$ cat src/rtl/press_classifier_if.sv
// press_classifier_if: button, counter handshake and press-event signals of press_classifier
interface press_classifier_if;
  logic button_n;
  logic long_done;
  logic long_enable;
  logic long_clear;
  logic held;
  logic long_held;
  logic short_press;
  logic long_press;
  modport slave (
    input  button_n, long_done,
    output long_enable, long_clear, held, long_held, short_press, long_press
  );
  modport master (
    output button_n, long_done,
    input  long_enable, long_clear, held, long_held, short_press, long_press
  );
endinterface

$ cat src/rtl/press_classifier.sv
// press_classifier: sync+debounce button_n, drive counter (long_enable/long_clear, long_done in), emit held/long_held levels and short_press/long_press pulses
module press_classifier #(
  parameter int DEBOUNCE_PERIOD_ns = 100,
  parameter int CLK_PERIOD_ns      = 20
) (
  input logic clk,
  input logic reset,
  press_classifier_if.slave bus
);
  localparam int DEB_CYCLES = DEBOUNCE_PERIOD_ns / CLK_PERIOD_ns;
  localparam int CW = $clog2(DEB_CYCLES) + 1;
  localparam logic [1:0] IDLE = 2'd0, TIMING = 2'd1, LONG = 2'd2;
  logic sync1, sync2, deb_pressed;
  logic [CW-1:0] deb_cnt;
  logic [1:0] state, nxt;
  logic long_enable_r, long_clear_r, held_r, long_held_r, short_r, long_r;
  always_ff @(posedge clk or posedge reset)
    if (reset) begin
      sync1 <= 1'b1;
      sync2 <= 1'b1;
    end else begin
      sync1 <= bus.button_n;
      sync2 <= sync1;
    end
  always_ff @(posedge clk or posedge reset)
    if (reset) begin
      deb_pressed <= 1'b0;
      deb_cnt     <= '0;
    end else if ((!sync2) == deb_pressed) deb_cnt <= '0;
    else if (deb_cnt == CW'(DEB_CYCLES - 1)) begin
      deb_pressed <= !sync2;
      deb_cnt     <= '0;
    end else deb_cnt <= deb_cnt + 1'b1;
  // long_done wins over a simultaneous release in TIMING
  always_comb
    nxt = state == IDLE   ? (deb_pressed ? TIMING : IDLE) :
          state == TIMING ? (bus.long_done ? LONG : deb_pressed ? TIMING : IDLE) :
                            (deb_pressed ? LONG : IDLE);
  always_ff @(posedge clk or posedge reset)
    if (reset) begin
      state         <= IDLE;
      long_clear_r  <= 1'b0;
      long_enable_r <= 1'b0;
      held_r        <= 1'b0;
      long_held_r   <= 1'b0;
      short_r       <= 1'b0;
      long_r        <= 1'b0;
    end else begin
      state         <= nxt;
      long_clear_r  <= state == IDLE && nxt == TIMING;
      long_enable_r <= nxt == TIMING;
      held_r        <= nxt != IDLE;
      long_held_r   <= nxt == LONG;
      short_r       <= state == TIMING && nxt == IDLE;
      long_r        <= state == TIMING && nxt == LONG;
    end
  assign bus.long_clear  = long_clear_r;
  assign bus.long_enable = long_enable_r;
  assign bus.held        = held_r;
  assign bus.long_held   = long_held_r;
  assign bus.short_press = short_r;
  assign bus.long_press  = long_r;
endmodule

$ cat src/flat_wrapper.sv
// flat-port wrapper written by rule: the top's interface ports become plain ports
module press_classifier_flat 
#(
  parameter int DEBOUNCE_PERIOD_ns = 100,
  parameter int CLK_PERIOD_ns      = 20
)
  (clk, reset, bus_button_n, bus_long_done, bus_long_enable, bus_long_clear, bus_held, bus_long_held, bus_short_press, bus_long_press);
  press_classifier_if bus_i ();
  input logic clk;
  input logic reset;
  input wire logic [$bits(bus_i.button_n)-1:0] bus_button_n;
  input wire logic [$bits(bus_i.long_done)-1:0] bus_long_done;
  output wire logic [$bits(bus_i.long_enable)-1:0] bus_long_enable;
  output wire logic [$bits(bus_i.long_clear)-1:0] bus_long_clear;
  output wire logic [$bits(bus_i.held)-1:0] bus_held;
  output wire logic [$bits(bus_i.long_held)-1:0] bus_long_held;
  output wire logic [$bits(bus_i.short_press)-1:0] bus_short_press;
  output wire logic [$bits(bus_i.long_press)-1:0] bus_long_press;
  assign bus_i.button_n = bus_button_n;
  assign bus_i.long_done = bus_long_done;
  assign bus_long_enable = bus_i.long_enable;
  assign bus_long_clear = bus_i.long_clear;
  assign bus_held = bus_i.held;
  assign bus_long_held = bus_i.long_held;
  assign bus_short_press = bus_i.short_press;
  assign bus_long_press = bus_i.long_press;
  press_classifier #(.DEBOUNCE_PERIOD_ns(DEBOUNCE_PERIOD_ns), .CLK_PERIOD_ns(CLK_PERIOD_ns)) u_core (.clk(clk), .reset(reset), .bus(bus_i));
endmodule
$ cat config.mk
export PLATFORM = sky130hd
export DESIGN_NAME = press_classifier_flat
export DESIGN_NICKNAME = d
export VERILOG_FILES = /design/src/rtl/press_classifier_if.sv /design/src/rtl/press_classifier.sv /design/src/flat_wrapper.sv
export SDC_FILE = /design/constraint.sdc
export NUM_CORES = 1
export LEC_CHECK = 0
export ABC_AREA = 1
export CORE_UTILIZATION = 40
export DETAILED_ROUTE_END_ITERATION = 12
export SKIP_CTS_REPAIR_TIMING = 1
export SLEW_MARGIN = 15
export SYNTH_ARGS = -nofsm -noshare
export SYNTH_HDL_FRONTEND = slang
export SYNTH_SLANG_ARGS = --single-unit
$ cat constraint.sdc
create_clock -name clk -period 1.4 [get_ports clk]
set_input_delay 0.14 -clock clk [delete_from_list [all_inputs] [get_ports clk]]
set_output_delay 0.14 -clock clk [all_outputs]
set_load 0.005 [all_outputs]
Yosys cells after proc, flatten, opt, wreduce, memory -nomap -nowiden
Cells that the tools add are included.
{"block": "totals", "regBits": 15, "latchBits": 0, "ramBits": 0, "romBits": 0, "input_bits": 4, "output_inout_bits": 6, "wordCells": 33, "mem_count": 0}
{"block": "classes", "add_sub_neg": 1, "mul": 0, "div": 0, "magnitude_cmp": 0, "eq_ne": 5, "n_shift": 0, "n_mux": 7, "n_bitwise": 1, "reduce_logical": 8}
{"operator": "$mux W2", "n": 4}
{"operator": "$mux W4", "n": 2}
{"operator": "$add A4 B1 Y4 const B", "n": 1}
{"operator": "$eq A2 B1 Y1 const B", "n": 2}
{"operator": "$eq A4 B3 Y1 const B", "n": 1}
{"operator": "$logic_not A2 Y1", "n": 2}
{"operator": "$logic_and A1 B1 Y1", "n": 3}
{"operator": "$eq A2 B2 Y1 const B", "n": 1}
{"operator": "$reduce_and A2 Y1", "n": 1}
{"operator": "$reduce_bool A2 Y1", "n": 1}
{"operator": "$eq A1 B1 Y1", "n": 1}
{"operator": "$logic_not A1 Y1", "n": 1}
{"operator": "$mux W1", "n": 1}
{"operator": "$not A1 Y1", "n": 1}

Depth between registers and ports, before layout
{"block": "depth", "ltp_word": 6, "ltp_mapped": 5}

Worst setup path after synthesis
OpenSTA, ideal clock, no wires.
{"block": "synth_path", "path_type": "register -> register", "from": "reg u_core.deb_cnt[0]", "to": "reg u_core.deb_cnt[0]", "setup_time_ns": 0.121, "t_arrival_ns": 0.839, "path_slack_ns": 0.440, "path_stages_with_launch": 6, "n_path_buf": 0, "period_less_slack_ns": 0.960, "path_cell_list": "dfrtp_1 > inv_1 > ha_1 > nand3_1 > nand2_2 > nor2_1"}
{"block": "synth_via", "elab_chain_len": 3, "elab_cells_between_ends": 4}
{"element": "from (decl)", "line": "press_classifier.sv:14", "rtl": "logic [CW-1:0] deb_cnt;"}
{"element": "from (signal assigned)", "line": "press_classifier.sv:33", "rtl": "end else deb_cnt <= deb_cnt + 1'b1;"}
{"element": "$add A4 B1 Y4 or $eq A4 B3 Y1 (tied branches)", "line": "press_classifier.sv:33, press_classifier.sv:30"}
{"element": "$mux W4 *", "line": "press_classifier.sv:30", "rtl": "else if (deb_cnt == CW'(DEB_CYCLES - 1)) begin"}
{"element": "$mux W4 *", "line": "press_classifier.sv:29", "rtl": "end else if ((!sync2) == deb_pressed) deb_cnt <= '0;"}
Every way passes the cells marked *; elsewhere a longest branch is shown, timed or not.
A chain may end at the register's enable or synchronous reset.

Worst setup path after layout
{"block": "layout_path", "from": "reg u_core.long_held_r (netlist: u_core.bus.long_held)", "to": "out bus_long_held"}
{"element": "from (decl)", "line": "press_classifier.sv:16", "rtl": "logic long_enable_r, long_clear_r, held_r, long_held_r, short_r, long_r;"}
{"element": "from (signal assigned)", "line": "press_classifier.sv:45", "rtl": "long_held_r <= 1'b0;"}
{"element": "from (signal assigned)", "line": "press_classifier.sv:53", "rtl": "long_held_r <= nxt == LONG;"}
{"element": "to (decl)", "line": "flat_wrapper.sv:16", "rtl": "output wire logic [$bits(bus_i.long_held)-1:0] bus_long_held;"}
No word-level cell between the ends.

==> results.sh <==
export IMPL_status="finished clean"
export IMPL_cp_slowest_stage_delay_ns=0.50
export IMPL_synth_top_area_share_pct=57.0
export IMPL_path_cells="clkdlybuf4s50_1"
export IMPL_crit_arrival_ns=1.10
export IMPL_finalCriticalPeriod_ns=1.24
export IMPL_first_global_vias=358
export IMPL_internal_power_uw=884
export IMPL_p_leak_nw=0.361
export IMPL_timing_fmax_mhz=804
export IMPL_cts_sinks=15
export IMPL_rr_startpoint="u_core.deb_cnt[0]$_DFF_PP0_"
export IMPL_hold_viol=0
export IMPL_cts_buffer_depth=2
export IMPL_grt_pass1_wl_um=1400
export IMPL_dr_wl_met3_um=26
export IMPL_pwr_share_comb_pct=31.2
export IMPL_slew_violations=0
export IMPL_hold_path_class="in -> async"
export IMPL_switchingPower_uw=396
export IMPL_power_frac_seq_pct=50.6
export IMPL_fp_dieW_um=39.8
export IMPL_ant_nets=0
export IMPL_switching_share_pct=30.9
export IMPL_path_clk_slew_ns=0.08
export IMPL_maxSlewHeadroom_pct=84.5
export IMPL_ys_seq_elements=15
export IMPL_antenna_cells=0
export IMPL_critPathKind="reg -> out"
export IMPL_ys_warn_count=0
export IMPL_core_sq_um=1320
export IMPL_finalSetupViolations=0
export IMPL_maxCapViolCount=0
export IMPL_reg2reg_depth=5
export IMPL_clockPowerShare_pct=18.2
export IMPL_timing_rr_end="u_core.deb_cnt[3]$_DFF_PP0_"
export IMPL_topRoutingLayerUsed="met4"
export IMPL_register_area_sq_um=378
export IMPL_synth_area_leaders="dfrtp_1 57%, dfstp_2 9.2%, inv_1 5.9%, nand2_1 4.6%, ha_1 4.4%"
export IMPL_io_pins=10
export IMPL_syn_inst=53
export IMPL_r2r_slack_ns=0.35
export IMPL_cts_root_buffer="clkbuf_4"
export IMPL_required_ns=1.26
export IMPL_synth_cell_type_count=17
export IMPL_crit_family="buffers and inverters"
export IMPL_wl_um=796
export IMPL_powerDensity_nw_per_um2=1790
export IMPL_num_rows=13
export IMPL_vias=370
export IMPL_synth_avg_cell_area_sq_um=10.8
export IMPL_cp_slowest_cell="clkdlybuf4s50_1"
export IMPL_multi_input_area_sq_um=155
export IMPL_vias_per_cell=4.51
export IMPL_crit_buf_inv=1
export IMPL_drt_iter0_drc=2
export IMPL_insertion_delay_ns=0.27
export IMPL_worstMarginPinSlew_ns=0.231
export IMPL_wl_met1_um=363
export IMPL_grt_usage_pct=14.4
export IMPL_peakVddDrop_mv=1.13
export IMPL_cts_tree="built"
export IMPL_timing_hold_ws_ns=0.169
export IMPL_totalPowerFinal_mw=1.28
export IMPL_fin_crit_sh_pct=88.9
export IMPL_crit_fanout=1
export IMPL_rsz0062_at_grt="no"
export IMPL_drive_gt1_share_pct=19.4
export IMPL_syn_nets=59
export IMPL_setup_tns_ns=0
export IMPL_fillers=117
export IMPL_syn_to_final_growth_pct=25.2
export IMPL_wire_per_inst_um=9.71
export IMPL_htreeDepth=1
export IMPL_drc=0
export IMPL_dr_pass1_iters=2
export IMPL_cts_buffers=3
export IMPL_syn_area_sq_um=571
export IMPL_dp_hpwl_um=573
export IMPL_die_area_sq_um=1580
export IMPL_cp_start_kind="flop"
export IMPL_ys_seq_area_share_pct=66.2
export IMPL_die_h_um=39.8
export IMPL_start_util_pct=43.3
export IMPL_fin_util_pct=54.2
export IMPL_skew_ns=0.00142
export IMPL_grt_ovfl_total=0
export IMPL_met2_length_um=394
export IMPL_synth_top_cell_by_area="dfrtp_1"
export IMPL_place_gp_congestion=0.719
export IMPL_io_buffers=9
export IMPL_antenna_found_initial=0
export IMPL_cp_end_kind="output port"
export IMPL_fin_nets=74
export IMPL_grt_max_degree=16
## area by class of cell
type	count	area share (%)
multi-input combinational	28	21.7
clock inverter	1	0.701
inverter	10	5.25
sequential	15	52.9
tap	15	2.63
clock buffer	3	3.15
timing repair buffer	10	13.7
## how the worst max path moves through the flow
stage                                          start                              to  slack (ns)  cells after the start
floorplan                u_core.deb_cnt[0]$_DFF_PP0_     u_core.deb_cnt[0]$_DFF_PP0_        0.44                      5
finish                u_core.bus.long_held$_DFF_PP0_                   bus_long_held        0.16                      1
CTS                   u_core.bus.long_held$_DFF_PP0_                   bus_long_held        0.14                      1
global route        u_core.bus.long_enable$_DFF_PP0_                 bus_long_enable        0.11                      1
global placement                       bus_long_done  u_core.bus.long_held$_DFF_PP0_        0.39                      5
detailed placement       u_core.deb_cnt[0]$_DFF_PP0_     u_core.deb_cnt[2]$_DFF_PP0_        0.36                      5
## cell usage in the layout (no fill, tap or decap), types with 2 or more instances in the layout
| cell | synthesis | layout |
|---|---|---|
| nand2_1 | 7 | 7 |
| nand2_2 | 3 | 3 |
| nand3_1 | 2 | 2 |
| clkbuf_4 | 0 | 3 |
| inv_1 | 9 | 9 |
| nor2_1 | 6 | 6 |
| clkdlybuf4s50_1 | 0 | 9 |
| ha_1 | 2 | 2 |
| dfrtp_1 | 13 | 13 |
| dfstp_2 | 2 | 2 |
## power groups by stage
stage | clock network (mW) | registers [mW] | logic [mW]
final | 0.233 | 0.648 | 0.399
after detailed placement | 0 | 0.656 | 0.399
after floorplan | 0 | 0.655 | 0.208
after global routing | 0.266 | 0.669 | 0.453
after global placement | 0 | 0.656 | 0.401
after CTS | 0.246 | 0.648 | 0.404
## layer usage
metal  track usage [%]  vias to the layer above
li1                  -                      187
met5                 0                        -
met2              22.1                        6
met1              17.5                      175
met4              12.9                        0
met3              1.70                        2
## cell families after synthesis
group | Yosys count | synth area share, %
XOR/XNOR | 1 | 1.54
adder cells (fa/ha/maj) | 2 | 4.39
flip-flops | 15 | 66.2
AO/OA/AOI/OAI | 4 | 4.60
AND/OR/NAND/NOR | 21 | 16.7
buffers and inverters | 10 | 6.58
## cell usage after synthesis
library cell  instances
nand3_1               2
ha_1                  2
o21ai_1               1
nor2_2                1
dfstp_2               2
dfrtp_1              13
nand4_1               1
o21ai_0               1
nand2_2               3
inv_1                 9
inv_2                 1
xnor2_1               1
nor2_1                6
o21ai_2               1
nand2_1               7
nor3_1                1
a21boi_0              1
## through the flow
step / setup slack [ns] / instances / instance area, sq um
2_1_floorplan: 0.440 / 53 / 571
3_3_place_gp: 0.385 / 78 / 687
3_5_place_dp: 0.361 / 78 / 687
4_1_cts: 0.140 / 82 / 714
5_1_grt: 0.114 / 82 / 714
6_report: 0.156 / 82 / 714
## state kept, by name, indices dropped and copies added, names as in the netlist
name	flops
u_core.deb_cnt	4
u_core.state	2
u_core.bus.held	1
u_core.bus.long_clear	1
u_core.bus.long_enable	1
u_core.bus.long_held	1
u_core.bus.long_press	1
u_core.bus.short_press	1
u_core.deb_pressed	1
u_core.sync1	1
u_core.sync2	1
No activity file was read; power rests on OpenSTA's default activity.
